==> config.mk <==
export PLATFORM = sky130hd
export DESIGN_NAME = midi_tx
export DESIGN_NICKNAME = d
export VERILOG_FILES = /design/src/rtl/midi_tx.sv
export SDC_FILE = /design/constraint.sdc
export NUM_CORES = 1
export LEC_CHECK = 0
export CAP_MARGIN = 15
export CORE_MARGIN = 1
export CORE_UTILIZATION = 46
export CTS_CLUSTER_SIZE = 20
export DETAILED_ROUTE_END_ITERATION = 6
export HOLD_SLACK_MARGIN = 0.08
export PLACE_DENSITY_LB_ADDON = 0.25
export SETUP_SLACK_MARGIN = 0.3
export SLEW_MARGIN = 20
export SYNTH_ARGS = -nofsm -noshare
export SYNTH_HDL_FRONTEND = slang
export SYNTH_SLANG_ARGS = --single-unit
==> constraint.sdc <==
create_clock -name clock -period 2.05 [get_ports clock]
set_clock_uncertainty 0.15 [all_clocks]
set_input_delay 0.41 -clock clock [delete_from_list [all_inputs] [get_ports clock]]
set_output_delay 0.41 -clock clock [all_outputs]
set_load 0.01 [all_outputs]
==> src/rtl/midi_tx.sv <==
// midi_tx: serializes one MIDI message (status + two data bytes) per
// valid/ready handshake into an 8N1 UART stream on tx.
// Optional feature macro: MIDI_TX_RUNNING_STATUS_EN. When it is defined, the
// status byte is omitted if it matches the previous status sent.
//
// state | meaning
// IDLE  | waiting for message_valid; message_ready high, tx at mark
// START | start bit (tx=0) for CLKS_PER_BIT cycles
// DATA  | 8 data bits, LSB first, CLKS_PER_BIT cycles each
// STOP  | stop bit (tx=1); then next byte's START or back to IDLE
module midi_tx #(
  parameter int CLOCK_FREQ = 50_000_000,
  parameter int BAUD_RATE  = 31_250
) (
  input  logic        clock,
  input  logic        reset,
  input  logic [17:0] message,
  input  logic [3:0]  channel,
  input  logic        message_valid,
  output logic        message_ready,
  output logic        tx,
  output logic        busy
);

  localparam int CLKS_PER_BIT = CLOCK_FREQ / BAUD_RATE;
  localparam int CW = (CLKS_PER_BIT > 2) ? $clog2(CLKS_PER_BIT) : 1;
  localparam logic [CW-1:0] BIT_LAST = CW'(CLKS_PER_BIT - 1);

  if (CLKS_PER_BIT < 2) begin : g_cfg_check
    $error("midi_tx: CLOCK_FREQ/BAUD_RATE must be at least 2");
  end

  typedef enum logic [1:0] {IDLE, START, DATA, STOP} state_t;

  state_t        state_q, state_d;
  logic [1:0]    byte_idx_q, byte_idx_d;
  logic [2:0]    bit_idx_q, bit_idx_d;
  logic [CW-1:0] cnt_q, cnt_d;
  logic [7:0]    shift_q, shift_d;
  logic [7:0]    byte1_q, byte1_d;
  logic [7:0]    byte2_q, byte2_d;
  logic          tx_q, tx_d;
  logic [7:0]    byte0;
  logic          skip_status;

`ifdef MIDI_TX_RUNNING_STATUS_EN
  logic [7:0]    last_status_q, last_status_d;
  logic          rs_valid_q, rs_valid_d;
`endif

  // Next-state and datapath: one down-counter times every bit period.
  always_comb begin
    state_d     = state_q;
    byte_idx_d  = byte_idx_q;
    bit_idx_d   = bit_idx_q;
    cnt_d       = cnt_q;
    shift_d     = shift_q;
    byte1_d     = byte1_q;
    byte2_d     = byte2_q;
    tx_d        = tx_q;
    byte0       = {message[17:14], channel};
    skip_status = 1'b0;
`ifdef MIDI_TX_RUNNING_STATUS_EN
    last_status_d = last_status_q;
    rs_valid_d    = rs_valid_q;
    skip_status   = rs_valid_q && (byte0 == last_status_q);
`endif

    case (state_q)
      IDLE: begin
        if (message_valid) begin
          state_d   = START;
          tx_d      = 1'b0;
          cnt_d     = BIT_LAST;
          bit_idx_d = 3'd0;
          byte1_d   = {1'b0, message[13:7]};
          byte2_d   = {1'b0, message[6:0]};
          if (skip_status) begin
            // Status repeats: start directly at data byte 1.
            shift_d    = {1'b0, message[13:7]};
            byte_idx_d = 2'd1;
          end else begin
            shift_d    = byte0;
            byte_idx_d = 2'd0;
          end
`ifdef MIDI_TX_RUNNING_STATUS_EN
          // Safe to record at accept: a reset before the frame ends clears the flag.
          last_status_d = byte0;
          rs_valid_d    = 1'b1;
`endif
        end
      end
      START: begin
        if (cnt_q == '0) begin
          state_d   = DATA;
          tx_d      = shift_q[0];
          shift_d   = {1'b0, shift_q[7:1]};
          cnt_d     = BIT_LAST;
          bit_idx_d = 3'd0;
        end else begin
          cnt_d = cnt_q - 1'b1;
        end
      end
      DATA: begin
        if (cnt_q == '0) begin
          cnt_d = BIT_LAST;
          if (bit_idx_q == 3'd7) begin
            state_d = STOP;
            tx_d    = 1'b1;
          end else begin
            bit_idx_d = bit_idx_q + 3'd1;
            tx_d      = shift_q[0];
            shift_d   = {1'b0, shift_q[7:1]};
          end
        end else begin
          cnt_d = cnt_q - 1'b1;
        end
      end
      STOP: begin
        if (cnt_q == '0) begin
          if (byte_idx_q < 2'd2) begin
            state_d    = START;
            tx_d       = 1'b0;
            cnt_d      = BIT_LAST;
            byte_idx_d = byte_idx_q + 2'd1;
            shift_d    = (byte_idx_q == 2'd0) ? byte1_q : byte2_q;
          end else begin
            state_d    = IDLE;
            byte_idx_d = 2'd0;
          end
        end else begin
          cnt_d = cnt_q - 1'b1;
        end
      end
      default: begin
        state_d = IDLE;
        tx_d    = 1'b1;
      end
    endcase
  end

  // State and datapath registers; reset abandons any partial frame.
  always_ff @(posedge clock) begin
    if (reset) begin
      state_q    <= IDLE;
      byte_idx_q <= 2'd0;
      bit_idx_q  <= 3'd0;
      cnt_q      <= '0;
      shift_q    <= 8'd0;
      byte1_q    <= 8'd0;
      byte2_q    <= 8'd0;
      tx_q       <= 1'b1;
    end else begin
      state_q    <= state_d;
      byte_idx_q <= byte_idx_d;
      bit_idx_q  <= bit_idx_d;
      cnt_q      <= cnt_d;
      shift_q    <= shift_d;
      byte1_q    <= byte1_d;
      byte2_q    <= byte2_d;
      tx_q       <= tx_d;
    end
  end

`ifdef MIDI_TX_RUNNING_STATUS_EN
  // Running-status memory of the last status byte put on the wire.
  always_ff @(posedge clock) begin
    if (reset) begin
      last_status_q <= 8'd0;
      rs_valid_q    <= 1'b0;
    end else begin
      last_status_q <= last_status_d;
      rs_valid_q    <= rs_valid_d;
    end
  end
`endif

  assign tx            = tx_q;
  assign message_ready = (state_q == IDLE);
  assign busy          = ~message_ready;

endmodule

==> Word level (Yosys, flattened, before mapping) <==
Index checks and enable logic that the tools add are counted.
{ "classes": {"addsub": 3, "magnitude_cmp": 1, "n_eq_ne": 12, "muxes": 36, "bitwise_logic": 1, "reduce_logical": 13} }
{ "ops": {"columns": ["op", "n"], "rows": [
  ["$mux W8", 6],
  ["$mux W11", 4],
  ["$pmux W11 S3", 1],
  ["$pmux W8 S4", 1],
  ["$mux W2", 8],
  ["$reduce_and A5 Y1", 3],
  ["$ne A2 B2 Y1 const B", 7],
  ["$mux W3", 4],
  ["$logic_not A11 Y1", 1],
  ["$sub A11 B1 Y11 const B", 1],
  ["$pmux W3 S3", 1],
  ["$pmux W2 S4", 1],
  ["$mux W1", 7],
  ["$mux W7", 1],
  ["$reduce_and A6 Y1", 1],
  ["$eq A2 B2 Y1 const B", 2],
  ["$logic_not A2 Y1", 2],
  ["$pmux W1 S4", 1],
  ["$pmux W2 S2", 1],
  ["$reduce_and A2 Y1", 2],
  ["$add A3 B1 Y3 const B", 1],
  ["$eq A3 B3 Y1 const B", 1],
  ["$ne A3 B3 Y1 const B", 1],
  ["$reduce_and A3 Y1", 1],
  ["other kinds (7)", 7]
]} }
{ "totals": {"reg_bits": 41} }

==> Logic depth before layout (Yosys ltp) <==
Gate-level depths: netlist of run 1.
{ "logic_depth": {"depth_word": 5, "ltp_mapped": 7, "depth_no_buf": 6} }

==> Least setup slack after synthesis of run 1 <==
Ideal clock, no wire load.
{ "synth_path": {"kind": "register to register", "startpoint": "reg state_q[0]", "endpoint": "reg cnt_q[10]", "arrival_ns": 1.751, "required_time_ns": 1.826, "setup_slack_ns": 0.075, "stages_incl_launch_ff": 8, "path_buffers": 1, "cell_sequence": "dfxtp_1 inv_1 ha_1 nand2b_1 clkbuf_1 o311ai_2 or4_1 a31oi_1"} }
{ "synth_via": {"elab_chain_len": 3, "word_cells_on_any_way": 9, "classes_between": "eq/ne (5); mux (1); reduce/logical (3)"} }
{ "synth_rtl": {"columns": ["item", "line", "text"], "rows": [
  ["start: declaration", "35", "state_t state_q, state_d;"],
  ["start signal: assignment", "154", "state_q <= state_d;"],
  ["$logic_not A2 Y1 *", null, null],
  ["net message_ready", "20", "output logic message_ready,"],
  ["$ne A2 B2 Y1 (no source line)", null, null],
  ["$reduce_and A2 Y1 (no source line)", null, null],
  ["end signal: assignment", "157", "cnt_q <= cnt_d;"],
  ["end: declaration", "38", "logic [CW-1:0] cnt_q, cnt_d;"]
]} }
Mark *: on every way through the listed nets, which the timed path passes. The rest lies on a longest branch.
A chain may end at the register's enable or synchronous reset.

==> Worst setup path after layout of run 1 <==
{ "layout_path": {"startpoint": "reg cnt_q[9]", "endpoint": "reg cnt_q[2]"} }
{ "layout_via": {"elab_chain_len": 3, "word_cells_on_any_way": 6, "classes_between": "eq/ne (1); mux (3); reduce/logical (2)"} }
{ "layout_rtl": {"columns": ["item", "line", "text"], "rows": [
  ["$logic_not A11 Y1 *", "94, 105, 120", null],
  ["$mux W11 (tied with other cells)", "120", "if (cnt_q == '0) begin"],
  ["$pmux W11 S3 / $reduce_and A2 Y1 (equally long branches)", null, null]
]} }
Mark *: on every way between the ends. The rest lies on a longest branch, timed or not.

==> results of run 1 <==
-- worst paths after layout --
| kind | startpoint | end | cells past startpoint |
|---|---|---|---|
| max | cnt_q[9] | cnt_q[2] | 6 |
| min | byte1_q[1] | byte1_q[1] | 2 |
| max reg2reg | cnt_q[9] | cnt_q[2] | 6 |
| min reg2reg | byte1_q[1] | byte1_q[1] | 2 |
-- worst min-delay path: stages (launching register included) --
cell	delay, ns
dfxtp_1	0.32
nand2_1	0.05
a21oi_1	0.05
-- final cells by class --
cell class | count | area [um2]
fillers | 304 | 1190
well taps | 52 | 65.1
repair buffers | 79 | 696
flip-flops and latches | 41 | 847
clock buffers | 5 | 68.8
multi-input cells | 193 | 1570
clock inverters | 3 | 46.3
inverters | 7 | 26.3
-- state kept, by name, summed over array words and instances (netlist names) --
register    cells
cnt_q          11
byte1_q         7
tx              1
state_q         2
shift_q         8
byte_idx_q      2
byte2_q         7
bit_idx_q       3
-- what timing repair did --
item,CTS,global route
setup endpoints to repair,29,30
cloned,0,0
setup buffers,22,7
resized for setup,36,33
pin swaps,16,12
-- power groups by stage --
| stage | sequential, mW | combinational (mW) | clock, mW |
|---|---|---|---|
| after floorplan | 1.22 | 1.62 | 0 |
| after global placement | 1.24 | 2.20 | 0 |
| after detailed placement | 1.26 | 2.23 | 0 |
| after CTS | 1.24 | 2.75 | 0.683 |
| after global routing | 1.31 | 3.46 | 0.729 |
| final | 1.29 | 3.25 | 0.683 |
-- cells in the final DEF (no fill, tap or decap), types with 6 or more instances in the layout --
cell             synthesis  final
a21oi_1                 28     24
nand2b_1                 9      7
nand2_1                 37     36
clkdlybuf4s50_1          0     24
dfxtp_1                 41     30
dfxtp_2                  0      6
a32o_1                   9      9
buf_4                    0     45
o21ai_0                  8      7
nor3_1                   7      6
a221o_1                  7      7
-- through the flow --
step / area [um2] / util / cells / hold slack (ns)
6_report: 3320 / 0.737 / 380 / 0.311
5_1_grt: 3320 / 0.737 / 380 / 0.333
4_1_cts: 3120 / 0.693 / 373 / 0.310
3_5_place_dp: 2720 / 0.604 / 343 / 0.294
3_3_place_gp: 2720 / 0.604 / 343 / 0.290
2_1_floorplan: 2290 / - / 255 / 0.283
-- per-layer routing --
metal,global-route usage,vias to the layer above,part of all wire
li1,-,1114,-
met1,0.346,1147,0.43
met2,0.414,116,0.48
met3,0.0520,32,0.066
met4,0.105,0,0.027
met5,0,-,0
-- logic make-up (layout without fill, tap and decap cells) --
| kind of cell | Yosys count | after routing | share of synthesized area |
|---|---|---|---|
| and+or+nand+nor | 99 | 99 | 0.250 |
| AOI/OAI and AO/OA | 78 | 78 | 0.255 |
| DFF | 41 | 41 | 0.368 |
| buffers and inverters | 21 | 94 | 0.0421 |
| adders and majority gates | 8 | 8 | 0.0449 |
| muxes | 8 | 8 | 0.0398 |
==> results.yml, run 1 <==
status:
  status: "completed"
worst_hold_path:
  worst_hold_path_type: "reg -> reg"
global_route:
  grt_usage: 0.260
  grt_pass1_wl_um: 10400
  grt_pass1_vias: 2176
  antenna_found_initial: 0
  grt_max_degree: 16
  overflow: 0
synth:
  async_reset_ff_frac: 0
  synth-seq-area-share: 0.368
  synth_area_leaders: "dfxtp_1 37%, a21oi_1 6.3%, nand2_1 6.2%"
  synth_top_area_cell: "dfxtp_1"
  synth_flop_cell: "dfxtp_1"
  synth.top_cell.area_share: 0.368
  syn_area_um2: 2230
  ys_ff_latch: 41
  avgSynthCellArea_um2: 8.75
  synth_edf_count: 0
  synth_common_cells: "41 x dfxtp_1, 37 x nand2_1, 28 x a21oi_1"
  netlist_instances: 255
  syn_nets: 288
  synth_cell_types: 51
  yosysMostFrequentCell: "dfxtp_1"
  ys_warn_count: 0
clock_tree:
  cts_buffer_depth: 2
  cts_sinks: 41
  cts-buffers-inserted: 5
  cts.clk_slew.worst_paths_ns: 0.09
  cts-htree-levels: 2
  clock_latency_ns: 0.31
  root_buffer: "clkbuf_8"
  hold_buffers: 0
  cts_tree: "built"
timing:
  fmax_mhz: 494
  final_hold_viol_count: 0
  setup_viol: 0
  fin_crit_sh: 0.987
  report.final.slew_viol_count: 0
  postLayoutSetupSlackWorst_ns: 0.0276
  fin_tns_setup_ns: 0
  period_minus_slack_ns: 2.02
  relSlewSlack: 0.734
  worst-slew-pin-transition_ns: 0.397
  rsz0062_at_grt: "true"
placed_design:
  post-place-ws_ns: -0.204
  dp_hpwl_um: 4030
  finalWeightedCongestion: 0.818
  port_buffers: 27
worst_setup_path:
  path_class: "reg -> reg"
  path_buf_inv: 2
  crit_chain: "or4_4 -> buf_12 -> o31ai_4 -> buf_6 -> nor3_2 -> nor4_2"
  cp_top_family: "simple AND/OR/NAND/NOR gates"
  worstPathRequired_ns: 2.11
  r2r_slack_ns: 0.03
  slowest_stage: "or4_4"
  max_stage_delay_ns: 0.54
  start_kind: "register"
  path_max_fanout: 7
  endpoint_kind: "register"
  arrival_ns: 2.09
floorplan:
  dieArea_um2: 5130
  die_w_um: 71.6
  core_um2: 4500
  row_count: 24
  initial_core_util: 0.495
  die_h_um: 71.6
  io_pins: 28
finish:
  nets: 360
  num_antenna_cells: 0
  area_delta_synth_final_pct: 48.7
  layout-drive-gt1-share: 0.378
drt:
  first_pass_iters: 5
  ant_nets: 0
  drc: 0
  num_vias: 2409
  wire_per_inst_um: 18.9
  drt-initial-drc-count: 209
  routed_wl_um: 7190
  via_per_inst: 6.34
power:
  p_sw_mw: 2.25
  p_leak_nw: 1.29
  ir_drop_uv: 736
  p_int_mw: 2.98
  p_clk_frac: 0.131
  power_mw: 5.23
  power_frac_comb: 0.622
  swShare: 0.431
  seq_power_share: 0.247
  p_per_area_nw_per_um2: 1570
run:
  maxCapViolations: 0
No activity file was read; power rests on OpenSTA's default activity.
==> run 2, diff against run 1 <==
Settings changed: DONT_BUFFER_PORTS set to 1, MAX_ROUTING_LAYER set to met4.
==> results.yml, run 2 (synthesis results as in run 1) <==
timing:
  rsz0062_at_grt: "true"
  worst-slew-pin-transition_ns: 0.380
  postLayoutSetupSlackWorst_ns: 0.111
  fmax_mhz: 516
  period_minus_slack_ns: 1.94
  report.final.slew_viol_count: 0
  setup_viol: 0
  final_hold_viol_count: 0
  fin_crit_sh: 0.946
  fin_tns_setup_ns: 0
  relSlewSlack: 0.746
global_route:
  grt_usage: 0.240
  antenna_found_initial: 0
  grt_pass1_wl_um: 9350
  grt_max_degree: 36
  grt_pass1_vias: 1924
  overflow: 0
drt:
  drt-initial-drc-count: 145
  routed_wl_um: 6220
  wire_per_inst_um: 18.4
  num_vias: 2142
  first_pass_iters: 4
  ant_nets: 0
  drc: 0
  via_per_inst: 6.34
finish:
  nets: 318
  largest_register_ffs: 11
  layout-drive-gt1-share: 0.339
  layoutNonFillerInstCount: 338
  area_delta_synth_final_pct: 27.0
  top_register: "cnt_q"
  final_cell_mix: "37 x nand2_1, 34 x dfxtp_1, 29 x buf_4"
  num_antenna_cells: 0
  reg_top3: "cnt_q (11), shift_q (8)"
  layout_commonest_cell: "nand2_1"
clock_tree:
  cts.clk_slew.worst_paths_ns: 0.08
  cts-buffers-inserted: 5
  cts_buffer_depth: 2
  root_buffer: "clkbuf_8"
  cts-htree-levels: 2
  cts_sinks: 41
  cts_tree: "built"
  clock_latency_ns: 0.30
worst_setup_path:
  path_class: "reg -> reg"
  worstPathRequired_ns: 2.12
  endpoint_kind: "register"
  r2r-start: "cnt_q[9]"
  reg2reg_to: "cnt_q[10]"
  r2r_slack_ns: 0.11
  path_max_fanout: 6
  arrival_ns: 2.01
  start_kind: "register"
  r2r_cells: 4
placed_design:
  finalWeightedCongestion: 0.887
  dp.cells: 314
  dp_hpwl_um: 3710
  port_buffers: 0
  post-place-ws_ns: -0.0219
floorplan:
  row_count: 24
  io_pins: 28
  dieArea_um2: 5130
  initial_core_util: 0.495
  die_h_um: 71.6
  die_w_um: 71.6
  core_um2: 4500
worst_hold_path:
  hp-start: "message[4]"
  worst_hold_path_type: "in -> reg"
  hold_path_end: "byte2_q[4]"
  min_path_cells: 2
status:
  status: "completed"
run:
  maxCapViolations: 0
power:
  ir_drop_uv: 713
  p_leak_nw: 1.06
  p_per_area_nw_per_um2: 1630
-- run 2: repair_timing --
action,4_1_cts,5_1_grt
gates resized for setup,23,18
setup endpoints to repair,29,29
pin swaps,6,19
buffers inserted,7,7
hold endpoints to repair,27,27
gates cloned,1,0
-- run 2: worst max-delay path by stage --
stage | start | end | cells after the start
floorplan | cnt_q[9] | tx | 5
global placement | cnt_q[9] | state_q[0] | 5
detailed placement | cnt_q[9] | state_q[0] | 5
CTS | cnt_q[7] | state_q[0] | 5
global route | cnt_q[3] | state_q[0] | 4
finish | cnt_q[9] | cnt_q[10] | 4
-- run 2: worst max-delay path, cell delays in order, from the launching register on --
cell and delay, ns:
dfxtp_2 0.33, or4_4 0.62, buf_6 0.16, or4_1 0.46, a31oi_1 0.16
-- run 2: area by class of cell --
| type | instances | area, um2 |
|---|---|---|
| fill | 376 | 1670 |
| timing repair buffer | 36 | 309 |
| clock inverter | 3 | 17.5 |
| clock buffer | 5 | 68.8 |
| tap | 52 | 65.1 |
| multi-input combinational | 194 | 1510 |
| sequential | 41 | 835 |
| inverter | 7 | 26.3 |
-- run 2: per-stage QoR --
stage | util | area, um2 | hold slack (ns) | power, mW
global route | 0.629 | 2830 | 0.0895 | 4.89
global placement | 0.541 | 2440 | 0.284 | 3.37
CTS | 0.592 | 2670 | 0.0126 | 4.24
floorplan | - | 2290 | 0.283 | 2.84
detailed placement | 0.541 | 2440 | 0.287 | 3.39
finish | 0.629 | 2830 | 0.0856 | 4.63
-- run 2: where the power goes --
group	leakage [nW]	total, mW	switching [mW]	internal, mW
registers	0.340	1.27	0.214	1.06
logic	0.677	2.83	1.54	1.29
clock network	0.0439	0.530	0.295	0.235
-- run 2: layer usage --
metal | vias to the layer above | track usage | share of wire | wire, um
met5 | - | - | 0 | 0
met4 | 0 | 0.0588 | 0.021 | 133
met3 | 14 | 0.0506 | 0.054 | 338
met2 | 73 | 0.346 | 0.45 | 2800
met1 | 1030 | 0.342 | 0.47 | 2950
li1 | 1025 | - | - | -
==> run 3, diff against run 2 <==
Settings changed: TNS_END_PERCENT set to 20.
==> results.yml, run 3 (synthesis results as in run 1) <==
drt:
  wire_per_inst_um: 16.6
  ant_nets: 0
  num_vias: 2059
  first_pass_iters: 4
  via_per_inst: 6.24
  drc: 0
  drt-initial-drc-count: 170
  routed_wl_um: 5470
placed_design:
  finalWeightedCongestion: 0.824
  port_buffers: 0
  dp_hpwl_um: 3590
  place_area_um2: 2380
worst_setup_path:
  r2r_cells: 5
  arrival_ns: 2.03
  start_kind: "register"
  path_class: "reg -> reg"
  worstPathRequired_ns: 2.09
  endpoint_kind: "register"
  path_max_fanout: 5
finish:
  nets: 310
  postLayoutCoreUtil: 0.607
  num_antenna_cells: 0
  reg_top3: "cnt_q (11), shift_q (8)"
  largest_register_ffs: 11
  final_cell_mix: "37 x nand2_1, 33 x dfxtp_1, 28 x a21oi_1"
  layout_commonest_cell: "nand2_1"
  final_area_um2: 2730
  layout-drive-gt1-share: 0.309
  area_delta_synth_final_pct: 22.5
  top_register: "cnt_q"
floorplan:
  die_h_um: 71.6
  core_um2: 4500
  dieArea_um2: 5130
  io_pins: 28
  initial_core_util: 0.495
  die_w_um: 71.6
  row_count: 24
clock_tree:
  cts-buffers-inserted: 5
  cts_sinks: 41
  clock_latency_ns: 0.30
  cts_tree: "built"
  cts.clk_slew.worst_paths_ns: 0.09
  cts-htree-levels: 2
  cts_buffer_depth: 2
  root_buffer: "clkbuf_8"
global_route:
  grtUsageMet1: 0.302
  grt_max_degree: 36
  use_met2: 0.312
  grt_pass1_vias: 1800
  grt_usage: 0.222
  top_usage_layer: "met2"
  antenna_found_initial: 0
  overflow: 0
  met3_usage: 0.0577
  grt_pass1_wl_um: 8560
timing:
  worst-slew-pin-transition_ns: 0.309
  fin_crit_sh: 0.973
  hold-worst-slack_ns: 0.0144
  fmax_mhz: 501
  relSlewSlack: 0.792
  setup_viol: 0
  report.final.slew_viol_count: 0
  rsz0062_at_grt: "true"
  period_minus_slack_ns: 1.99
  final_hold_viol_count: 0
status:
  status: "completed"
power:
  p_per_area_nw_per_um2: 1630
  p_leak_nw: 1.03
  ir_drop_uv: 785
run:
  maxCapViolations: 0
worst_hold_path:
  worst_hold_path_type: "in -> reg"
  min_path_cells: 1
## run 3: cell types whose count changed in the layout (fill, tap and decap cells not counted), sizes merged
cell	before	now
buf	36	28
clkbuf	5	6
clkinv	3	0
inv	6	9
or4	5	4
## run 3: stage by stage
| step | TNS (ns) | power [mW] | setup WS (ns) | instances |
|---|---|---|---|---|
| 6_report | 0 | 4.45 | 0.0559 | 330 |
| 5_1_grt | 0 | 4.75 | 0.0282 | 330 |
| 4_1_cts | 0 | 4.04 | 0.0701 | 322 |
| 3_5_place_dp | 0 | 3.26 | 0.0245 | 311 |
| 3_3_place_gp | -0.0931 | 3.25 | -0.0150 | 311 |
| 2_1_floorplan | 0 | 2.77 | 0.178 | 255 |
## run 3: repair_timing
action,in CTS,in global routing
hold endpoints to repair,27,27
buffers inserted,3,7
pin swaps,5,13
setup endpoints to repair,28,28
gates cloned,0,1
resized for setup,11,25
## run 3: path summary, 6_finish.rpt
path / startpoint / to / slack [ns]
min reg2reg: byte2_q[5] / byte2_q[5] / 0.30
max reg2reg: cnt_q[5] / state_q[1] / 0.06
min: reset / byte1_q[0] / 0.01
max: cnt_q[5] / state_q[1] / 0.06
## run 3: per-layer routing
layer / up-vias / part of all wire
li1: 1011 / -
met1: 986 / 0.47
met2: 58 / 0.44
met3: 4 / 0.069
met4: 0 / 0.014
met5: - / 0
## run 3: power by group
part / switching [mW] / internal, mW
logic: 1.38 / 1.24
clock network: 0.318 / 0.248
registers: 0.196 / 1.06
## run 3: cell type report
| class | instances | area [um2] |
|---|---|---|
| tap | 52 | 65.1 |
| inverter | 7 | 28.8 |
| timing repair buffer | 29 | 259 |
| multi-input combinational | 193 | 1450 |
| sequential | 41 | 836 |
| clock inverter | 3 | 25.0 |
| fill | 385 | 1770 |
| clock buffer | 5 | 68.8 |
## run 3: critical path: stages, from the launching register on
cell and delay, ns:
dfxtp_4 0.36, or4_4 0.60, buf_12 0.17, or3_4 0.33, o221ai_2 0.16, a21oi_1 0.10
==> variant (flow settings as in run 3) <==
Build with the macro `MIDI_TX_RUNNING_STATUS_EN` defined.
--- a/src/rtl/midi_tx.sv
+++ b/src/rtl/midi_tx.sv
@@ -9,4 +9,6 @@
 // DATA  | 8 data bits, LSB first, CLKS_PER_BIT cycles each
 // STOP  | stop bit (tx=1); then next byte's START or back to IDLE
+`define MIDI_TX_RUNNING_STATUS_EN
+
 module midi_tx #(
   parameter int CLOCK_FREQ = 50_000_000,
Formal check against the unedited RTL: no difference found for any inputs over 10 cycles, from zero or initial values and one cycle with reset high; that may be too few to reach the edited logic, so the function may still have changed.
==> variant against run 3 <==
The flow now finishes with violations (setup timing); utilization fell by 2.6 points; sequential cell count rose by 9; critical path depth rose by 3; total power rose by 11%; sequential share of layout area rose by 0.70 points; area after synthesis rose by 19%; clock power rose by 27%; routed wire length rose by 23%; setup slack got worse by 0.10 ns; final area rose by 18%; first-iteration DRC count fell by 39%; critical endpoint is now bit_idx_q[0]$_SDFFE_PP0P_; highest routed layer unchanged.
==> variant: results (changes against run 3) <==
Outcome
  – Failing checks: setup timing
  – Status: finished, violations left (was finished clean)

Cells and area
  – Non-CTS inverters: 14 (was 7)
  – Top flop regs: cnt_q: 11 flops, last_status_q: 8 flops, shift_q: 8 flops (was cnt_q: 11 flops, shift_q: 8 flops)
  – Final-layout non-clock buffer area share: 0.0913 (was 0.0948)

Pwr
  – Lkg Pwr: 1.19 nW (was 1.03 nW)

STA
  – Setup violations, final: 2 (was 0)
  – Setup ws final: -0.0475 ns (was 0.0559 ns)

Global route
  – Met3 Use GR: 0.0424 (was 0.0577)
  – Pin count of the biggest net entering global routing: 54 (was 36)
  – GRT Util Overall: 0.232 (was 0.222)
  – Grt met2 use: 0.401 (was 0.312)
  – First-pass GRT wire length: 11.0 mm (was 8.56 mm)

Worst setup path
  – Slowest-stage cell, CP: or3b_4 (was or4_4)

Synth
  – Mux contribution to synthesized area: 0.0374 (was 0.0398)
  – #FFs+latches synth: 50 (was 41)
  – Post-synthesis sequential area ratio: 0.378 (was 0.368)
  – Avg Inst Size Synth: 8.11 um2 (was 8.75 um2)
  – Synth area leaders: dfxtp_1 38%, nand2_1 8.7%, a21oi_1 7.0% (was dfxtp_1 37%, a21oi_1 6.3%, nand2_1 6.2%)

Drt
  – M1 WL: 2.96 mm (was 2.59 mm)
  – Total wire length: 6.74 mm (was 5.47 mm)

Floorplan
  – Die area: 6060 um2 (was 5130 um2)

Place
  – Routability cong.: 0.812 (was 0.824)
  – Area post-placement: 2950 um2 (was 2380 um2)
  – Pre-CTS WS: -0.260 ns (was 0.0245 ns)
==> variant: worst register-to-register path, cell delays in order (launching register included) <==
cell and delay (ns):
dfxtp_2 0.34, inv_2 0.07, ha_4 0.12, nor4b_4 0.19
buf_4 0.18, a41oi_2 0.12, or3_4 0.37, or3b_4 0.38
a21oi_2 0.11
==> variant: where the power goes <==
part	internal (mW)	leakage, nW	switching [mW]
clock network	0.391	0.0573	0.326
logic	1.24	0.717	1.49
registers	1.26	0.413	0.215
total	2.89	1.19	2.03
==> variant: cell families (layout without fill, tap and decap cells) <==
| group | count (synthesis) | count (layout) |
|---|---|---|
| buffers and inverters | 34 | 58 |
| DFF | 50 | 50 |
| AOI/OAI and AO/OA | 92 | 92 |
| and+or+nand+nor | 124 | 124 |
| adders and majority gates | 9 | 9 |
| xor gates and xnor gates | 8 | 8 |
| muxes | 9 | 9 |
==> variant: worst max path at each step <==
stage	startpoint	cells after the start	endpoint	slack, ns
after floorplan	cnt_q[1]$_SDFFE_PP0P_	7	bit_idx_q[0]$_SDFFE_PP0P_	0.05
after global placement	cnt_q[1]$_SDFFE_PP0P_	7	cnt_q[3]$_SDFFE_PP0P_	-0.15
after detailed placement	cnt_q[1]$_SDFFE_PP0P_	7	cnt_q[10]$_SDFFE_PP0P_	-0.26
after CTS	cnt_q[1]$_SDFFE_PP0P_	7	shift_q[7]$_SDFFE_PP0P_	-0.04
after global routing	state_q[1]$_SDFFE_PP0P_	8	bit_idx_q[0]$_SDFFE_PP0P_	-0.12
final	cnt_q[1]$_SDFFE_PP0P_	8	bit_idx_q[0]$_SDFFE_PP0P_	-0.05
